**config.mk**
```make
export PLATFORM = sky130hd
export DESIGN_NAME = mem_access_unit
export DESIGN_NICKNAME = d
export VERILOG_FILES = /design/src/rtl/mem_access_unit.sv
export SDC_FILE = /design/constraint.sdc
export NUM_CORES = 1
export LEC_CHECK = 0
export CAP_MARGIN = 20
export CORE_UTILIZATION = 30
export DETAILED_ROUTE_END_ITERATION = 16
export MAX_ROUTING_LAYER = met4
export PLACE_DENSITY_LB_ADDON = 0.1
export REMOVE_ABC_BUFFERS = 1
export SYNTH_ARGS = -nofsm -noshare
export SYNTH_HDL_FRONTEND = slang
export SYNTH_SLANG_ARGS = --single-unit
```
**constraint.sdc**
```tcl
create_clock -name clk -period 9.74 [get_ports clk]
set_input_delay 1.948 -clock clk [delete_from_list [all_inputs] [get_ports clk]]
set_output_delay 1.948 -clock clk [all_outputs]
set_load 0.01 [all_outputs]
```
**src/rtl/mem_access_unit.sv**
```systemverilog
// Memory-stage data-bus access unit: turns a decoded load/store into one dbus
// transaction, stalls the pipeline until data_ok, and returns extended load data.
`timescale 1ns/1ps

package mem_access_pkg;
  typedef enum logic [2:0] {MSIZE1 = 3'd0, MSIZE2 = 3'd1, MSIZE4 = 3'd2, MSIZE8 = 3'd3} msize_t;

  typedef struct packed {
    logic        valid;
    logic [63:0] addr;
    msize_t      size;
    logic [7:0]  strobe;
    logic [63:0] data;
  } dbus_req_t;

  typedef struct packed {
    logic        data_ok;
    logic [63:0] data;
  } dbus_resp_t;
endpackage

// state | meaning
// IDLE  | no transaction; an aligned memory op is latched and issued from here
// BUSY  | dreq.valid high, waiting for data_ok
// DONE  | result presented for one cycle on out_valid/out_rdata
module mem_access_unit
  import mem_access_pkg::*;
(
  input  logic        clk,
  input  logic        reset,
  input  logic        in_valid,
  input  logic        in_is_load,
  input  logic        in_is_store,
  input  logic [2:0]  in_funct3,
  input  logic [63:0] in_addr,
  input  logic [63:0] in_wdata,
  output dbus_req_t   dreq,
  input  dbus_resp_t  dresp,
  output logic        stall,
  output logic        out_valid,
  output logic [63:0] out_rdata,
  output logic        misalign
);

  typedef enum logic [1:0] {IDLE, BUSY, DONE} state_t;

  state_t      state, state_nx;
  logic        mem_op, aligned, issue;
  logic [7:0]  size_mask;
  logic [63:0] raw, load_ext;

  logic [63:0] req_addr;
  msize_t      req_size;
  logic [7:0]  req_strobe;
  logic [63:0] req_data;
  logic [2:0]  req_funct3;
  logic        req_load;
  logic [63:0] rdata_q;

  assign mem_op = in_valid & (in_is_load | in_is_store);
  assign issue  = (state == IDLE) & mem_op & aligned;

  always_comb begin
    aligned   = 1'b1;
    size_mask = 8'h01;
    case (in_funct3[1:0])
      2'd0: begin aligned = 1'b1;                size_mask = 8'h01; end
      2'd1: begin aligned = ~in_addr[0];         size_mask = 8'h03; end
      2'd2: begin aligned = in_addr[1:0] == 2'd0; size_mask = 8'h0F; end
      default: begin aligned = in_addr[2:0] == 3'd0; size_mask = 8'hFF; end
    endcase
  end

  // Extraction runs off the latched request so it is stable for the whole BUSY phase.
  always_comb begin
    raw      = dresp.data >> {req_addr[2:0], 3'b000};
    load_ext = raw;
    case (req_size)
      MSIZE1:  load_ext = req_funct3[2] ? {56'd0, raw[7:0]}  : {{56{raw[7]}},  raw[7:0]};
      MSIZE2:  load_ext = req_funct3[2] ? {48'd0, raw[15:0]} : {{48{raw[15]}}, raw[15:0]};
      MSIZE4:  load_ext = req_funct3[2] ? {32'd0, raw[31:0]} : {{32{raw[31]}}, raw[31:0]};
      default: load_ext = raw;
    endcase
  end

  always_ff @(posedge clk or posedge reset) begin
    if (reset) begin
      state      <= IDLE;
      req_addr   <= '0;
      req_size   <= MSIZE1;
      req_strobe <= '0;
      req_data   <= '0;
      req_funct3 <= '0;
      req_load   <= 1'b0;
      rdata_q    <= '0;
    end else begin
      state <= state_nx;
      if (issue) begin
        req_addr   <= in_addr;
        req_size   <= msize_t'({1'b0, in_funct3[1:0]});
        req_strobe <= in_is_load ? 8'h00 : size_mask << in_addr[2:0];
        req_data   <= in_is_load ? 64'd0 : in_wdata << {in_addr[2:0], 3'b000};
        req_funct3 <= in_funct3;
        req_load   <= in_is_load;
      end
      if (state == BUSY && dresp.data_ok)
        rdata_q <= req_load ? load_ext : 64'd0;
    end
  end

  always_comb begin
    state_nx = state;
    stall    = 1'b0;
    misalign = 1'b0;
    case (state)
      IDLE: begin
        if (mem_op) begin
          if (aligned) begin
            stall    = 1'b1;
            state_nx = BUSY;
          end else begin
            misalign = 1'b1;
          end
        end
      end
      BUSY: begin
        stall = 1'b1;
        if (dresp.data_ok) state_nx = DONE;
      end
      DONE:    state_nx = IDLE;
      default: state_nx = IDLE;
    endcase
  end

  assign dreq.valid  = (state == BUSY);
  assign dreq.addr   = req_addr;
  assign dreq.size   = req_size;
  assign dreq.strobe = req_strobe;
  assign dreq.data   = req_data;
  assign out_valid   = (state == DONE);
  assign out_rdata   = rdata_q;

endmodule

```
==> Implementation_results.wiki <==
{| class="wikitable"
! Metric !! Value
|-
| Switching power total || roughly 1.4 mW
|-
| Count of cell types in the netlist || 54
|-
| Number of max-cap violations || 0
|-
| Sequential area share after synthesis || ~44%
|-
| Leakage power summed over all cells || between 6 and 7 nW
|-
| Post-CTS setup repair buffer count || 0
|-
| Slowest cell on crit path || clkdlybuf4s50_1
|-
| Critical Path Start Type || input pin
|-
| Number of standard cells after synthesis || roughly 1100
|-
| Setup-violating endpoint count in the final report || 0
|-
| Ys Warns || 0
|-
| Global-route wire length before repair || 66.4 mm
|-
| Most frequent cell after synthesis || dfrtp_1
|-
| Delay of the slowest cell on the worst path || 0.66 ns
|-
| Number of enable flip-flop cells after synthesis || 0
|-
| Synth area leader || dfrtp_1
|-
| Time the worst path needs with I/O delays and setup || 6.29 ns
|-
| Maximum fanout along the worst path || 45
|-
| Met2 usage in global routing || 35.0%
|-
| CTS H-tree lvls || 1
|-
| Achievable frequency || 0.159 GHz
|-
| Status || complete, no violations
|-
| Final slew viol count || 0
|-
| Final hold vios || 0
|-
| CTS buffer count || 27
|-
| Tightest Hold Check Type || reg2reg
|-
| Effective utilization at floorplan || 30.4%
|-
| Post-DRT Antenna Nets || 0
|-
| Proportion of synthesized flip-flops having asynchronous set or reset || 100%
|-
| Initial antenna violation count || 3
|-
| Post-cts sizing count || 0
|-
| Global routing met3 resource utilization || approximately 6.6%
|-
| Clock-pin slew reported for the worst setup and hold paths after clock tree synthesis || about 0.060 ns
|-
| Cells along the critical path || clkdlybuf4s50_1, a21o_1, a21oi_2, nand3_4, nand2_1, clkdlybuf4s50_1
|-
| Power Density || between 200 and 250 nW/um^2
|-
| Met1 demand-to-capacity share in global routing || between 20 and 30%
|-
| Post-route clock period utilization || roughly 65%
|-
| Share of cells above drive strength 1 || ~15%
|-
| Vias in the first global route || roughly 11000
|-
| Die height || 200 um
|-
| Vias per cell || 5.14
|-
| Switching power as a share of total power || between 30% and 40%
|-
| Kind of capture point of the worst setup path || output pin
|-
| Share of power burned in registers || 32.6%
|-
| Worst Path Required || 7.79 ns
|-
| Number of hold-repair buffers added at the cts stage || 0
|-
| CP Class || in2out
|-
| First DRT Iteration DRCs || 481
|-
| Post-Route Skew || around 0.011 ns
|-
| Top cells by instance count after synthesis || 206 x dfrtp_1, 152 x nand2_1, 104 x o21ai_0
|-
| Highest-utilization routing layer at the global route stage || met2
|-
| I/O pins || slightly above 400
|-
| Latest clock arrival within the worst-skew pair || between 0.5 and 0.6 ns
|-
| Worst Path Buf+Inv || 2
|-
| Gr usage total || between 20% and 30%
|-
| Part of the power in the clock network || about a quarter
|-
| Mean post-synth cell area || 10.5 um^2
|-
| Cell type group with the largest total delay on the critical path || buffers and inverters
|-
| Top post-synthesis cells by area || dfrtp_1 44%, mux2i_1 8.7%, mux2_2 7.4%
|-
| Endpoint arrival time on the critical path || ~4.3 ns
|-
| Total Routed Length || 43.1 mm
|-
| Max_slew headroom || 33.4%
|-
| #FFs+latches synth || between 200 and 250
|-
| Final HPWL from detailed placement || approximately 30 mm
|-
| Final-stage net count || between 1500 and 2000
|-
| Root Driver || clkbuf_16
|-
| Die footprint || about 40000 um^2
|-
| Worst Setup Slack post-DPL || ~3.4 ns
|-
| Most frequent cell on the critical path || clkdlybuf4s50_1
|-
| Core area || 38700 um^2
|-
| Pin count of the biggest net entering global routing || between 90 and 100
|-
| First-pass iteration count of the detailed router || 5
|-
| Internal Dissipation || roughly 2.7 mW
|-
| Number of clock sinks || just over 200
|-
| Post-synthesis instance area || between 10000 and 15000 um^2
|-
| Unrepaired setup endpoints after global routing || no
|-
| Gpl congestion || around 0.8
|-
| Number of vias in the routed layout || around 10000
|-
| Worst-margin pin slew || 0.997 ns
|-
| Comb pwr share || 42.1%
|-
| Count of standard-cell rows || around 70
|-
| Layout overhead on the synthesized area || 44.3%
|-
| Average wire per cell in the routed design || ~22 um
|-
| Die W || about 200 um
|-
| Total negative slack || 0 ns
|-
| Maximum buffer depth of the clock tree || 3
|-
| IO Port Bufs || between 400 and 500
|-
| Setup ws final || roughly 3.5 ns
|-
| Global-route congestion overflow total || 0
|-
| Peak supply drop || roughly 0.15 mV
|-
| Most used flip-flop cell after synthesis || dfrtp_1
|-
| Share of Yosys cell area claimed by the top area cell type || 43.7%
|-
| CTS tree || built
|-
| DRC errors left || 0
|}
==> logic make-up (layout without fill, tap and decap cells) <==
family | Yosys count | after routing | share of synthesized area [%]
AO/OA/AOI/OAI | 318 | 318 | 18.0
buffers and inverters | 123 | 486 | 5.34
flip-flops | 206 | 206 | 43.7
multiplexers | 218 | 218 | 23.4
other | 1 | 6 | 0.0318
AND/OR/NAND/NOR | 253 | 253 | 9.43
==> sequential cells by signal (all words and copies together) (netlist names) <==
name	flops
out_rdata	64
req_data	64
req_funct3	3
req_addr	64
req_load	1
state	2
req_strobe	8
==> layer usage <==
| layer | share of wire [%] | vias up |
|---|---|---|
| met1 | 43 | 5122 |
| met5 | 0 | - |
| met2 | 48 | 356 |
| li1 | - | 4795 |
| met3 | 8.2 | 36 |
| met4 | 1.2 | 0 |
==> final cells by class <==
| class | instances | area [um^2] |
|---|---|---|
| sequential | 206 | 5160 |
| tap | 518 | 648 |
| clock buffer | 39 | 781 |
| multi-input combinational | 790 | 6020 |
| antenna | 5 | 12.5 |
| inverter | 14 | 60.1 |
| fill | 3755 | 21700 |
| clock inverter | 9 | 124 |
| timing repair buffer | 424 | 4200 |
==> power groups by stage <==
stage               combinational, mW  sequential, mW  clock (mW)
global placement                 1.72            1.33           0
detailed placement               1.72            1.33           0
floorplan                       0.662            1.47           0
finish                           1.70            1.32        1.02
global route                     1.83            1.36        1.09
CTS                              1.73            1.32        1.05
==> placed cells by master, fill, tap and decap left out, drive strengths merged, types with 2 or more instances in the layout <==
cell / Yosys / layout
nor2b: 20 / 20
dfrtp: 206 / 206
nor3b: 3 / 3
nand3: 3 / 3
bufinv: 0 / 3
nand2b: 2 / 2
buf: 61 / 20
o22ai: 15 / 15
a22o: 26 / 26
o32ai: 8 / 8
mux4: 38 / 38
or2: 5 / 5
nor2: 45 / 45
clkinv: 0 / 5
clkbuf: 48 / 39
o21ai: 120 / 120
o41ai: 3 / 3
mux2i: 102 / 102
diode: 0 / 5
a21o: 2 / 2
and2: 10 / 10
nand2: 152 / 152
nor3: 8 / 8
a21oi: 42 / 42
a211oi: 20 / 20
mux2: 78 / 78
clkdlybuf4s50: 0 / 404
inv: 14 / 15
o211ai: 14 / 14
a22oi: 15 / 15
or3: 2 / 2
o21a: 12 / 12
o31ai: 36 / 36
==> worst min-delay path, cell delays in order, from the launching register on <==
cell and delay, ns:
dfrtp_1 0.34, nand2_1 0.05, o31ai_1 0.05
==> final timing paths <==
| check | slack [ns] | depth (start not counted) | startpoint | to |
|---|---|---|---|---|
| worst max-delay path | 3.45 | 6 | in_funct3[1] | stall |
| worst min-delay path | 0.48 | 2 | req_data[30]$_DFFE_PP0P_ | req_data[30]$_DFFE_PP0P_ |
| worst max register to register | 6.38 | 6 | req_addr[1]$_DFFE_PP0P_ | out_rdata[45]$_DFFE_PP0P_ |
| worst min register to register | 0.48 | 2 | req_data[30]$_DFFE_PP0P_ | req_data[30]$_DFFE_PP0P_ |
| max in group asynchronous | 6.28 | 3 | reset | req_addr[0]$_DFFE_PP0P_ |
| min in group asynchronous | 1.94 | 2 | reset | req_addr[42]$_DFFE_PP0P_ |
==> through the flow <==
step | cells | instance area [um^2] | utilization (%) | power (mW) | hold WS [ns]
floorplan | 1010 | 11200 | - | 2.13 | 0.495
global placement | 1951 | 16100 | 41.5 | 3.05 | 0.459
detailed placement | 1952 | 16100 | 41.5 | 3.05 | 0.466
CTS | 2000 | 17000 | 43.9 | 4.10 | 0.482
global route | 2003 | 17000 | 43.9 | 4.28 | 0.500
finish | 2005 | 17000 | 43.9 | 4.04 | 0.476
(Power assumes the default switching activity.)
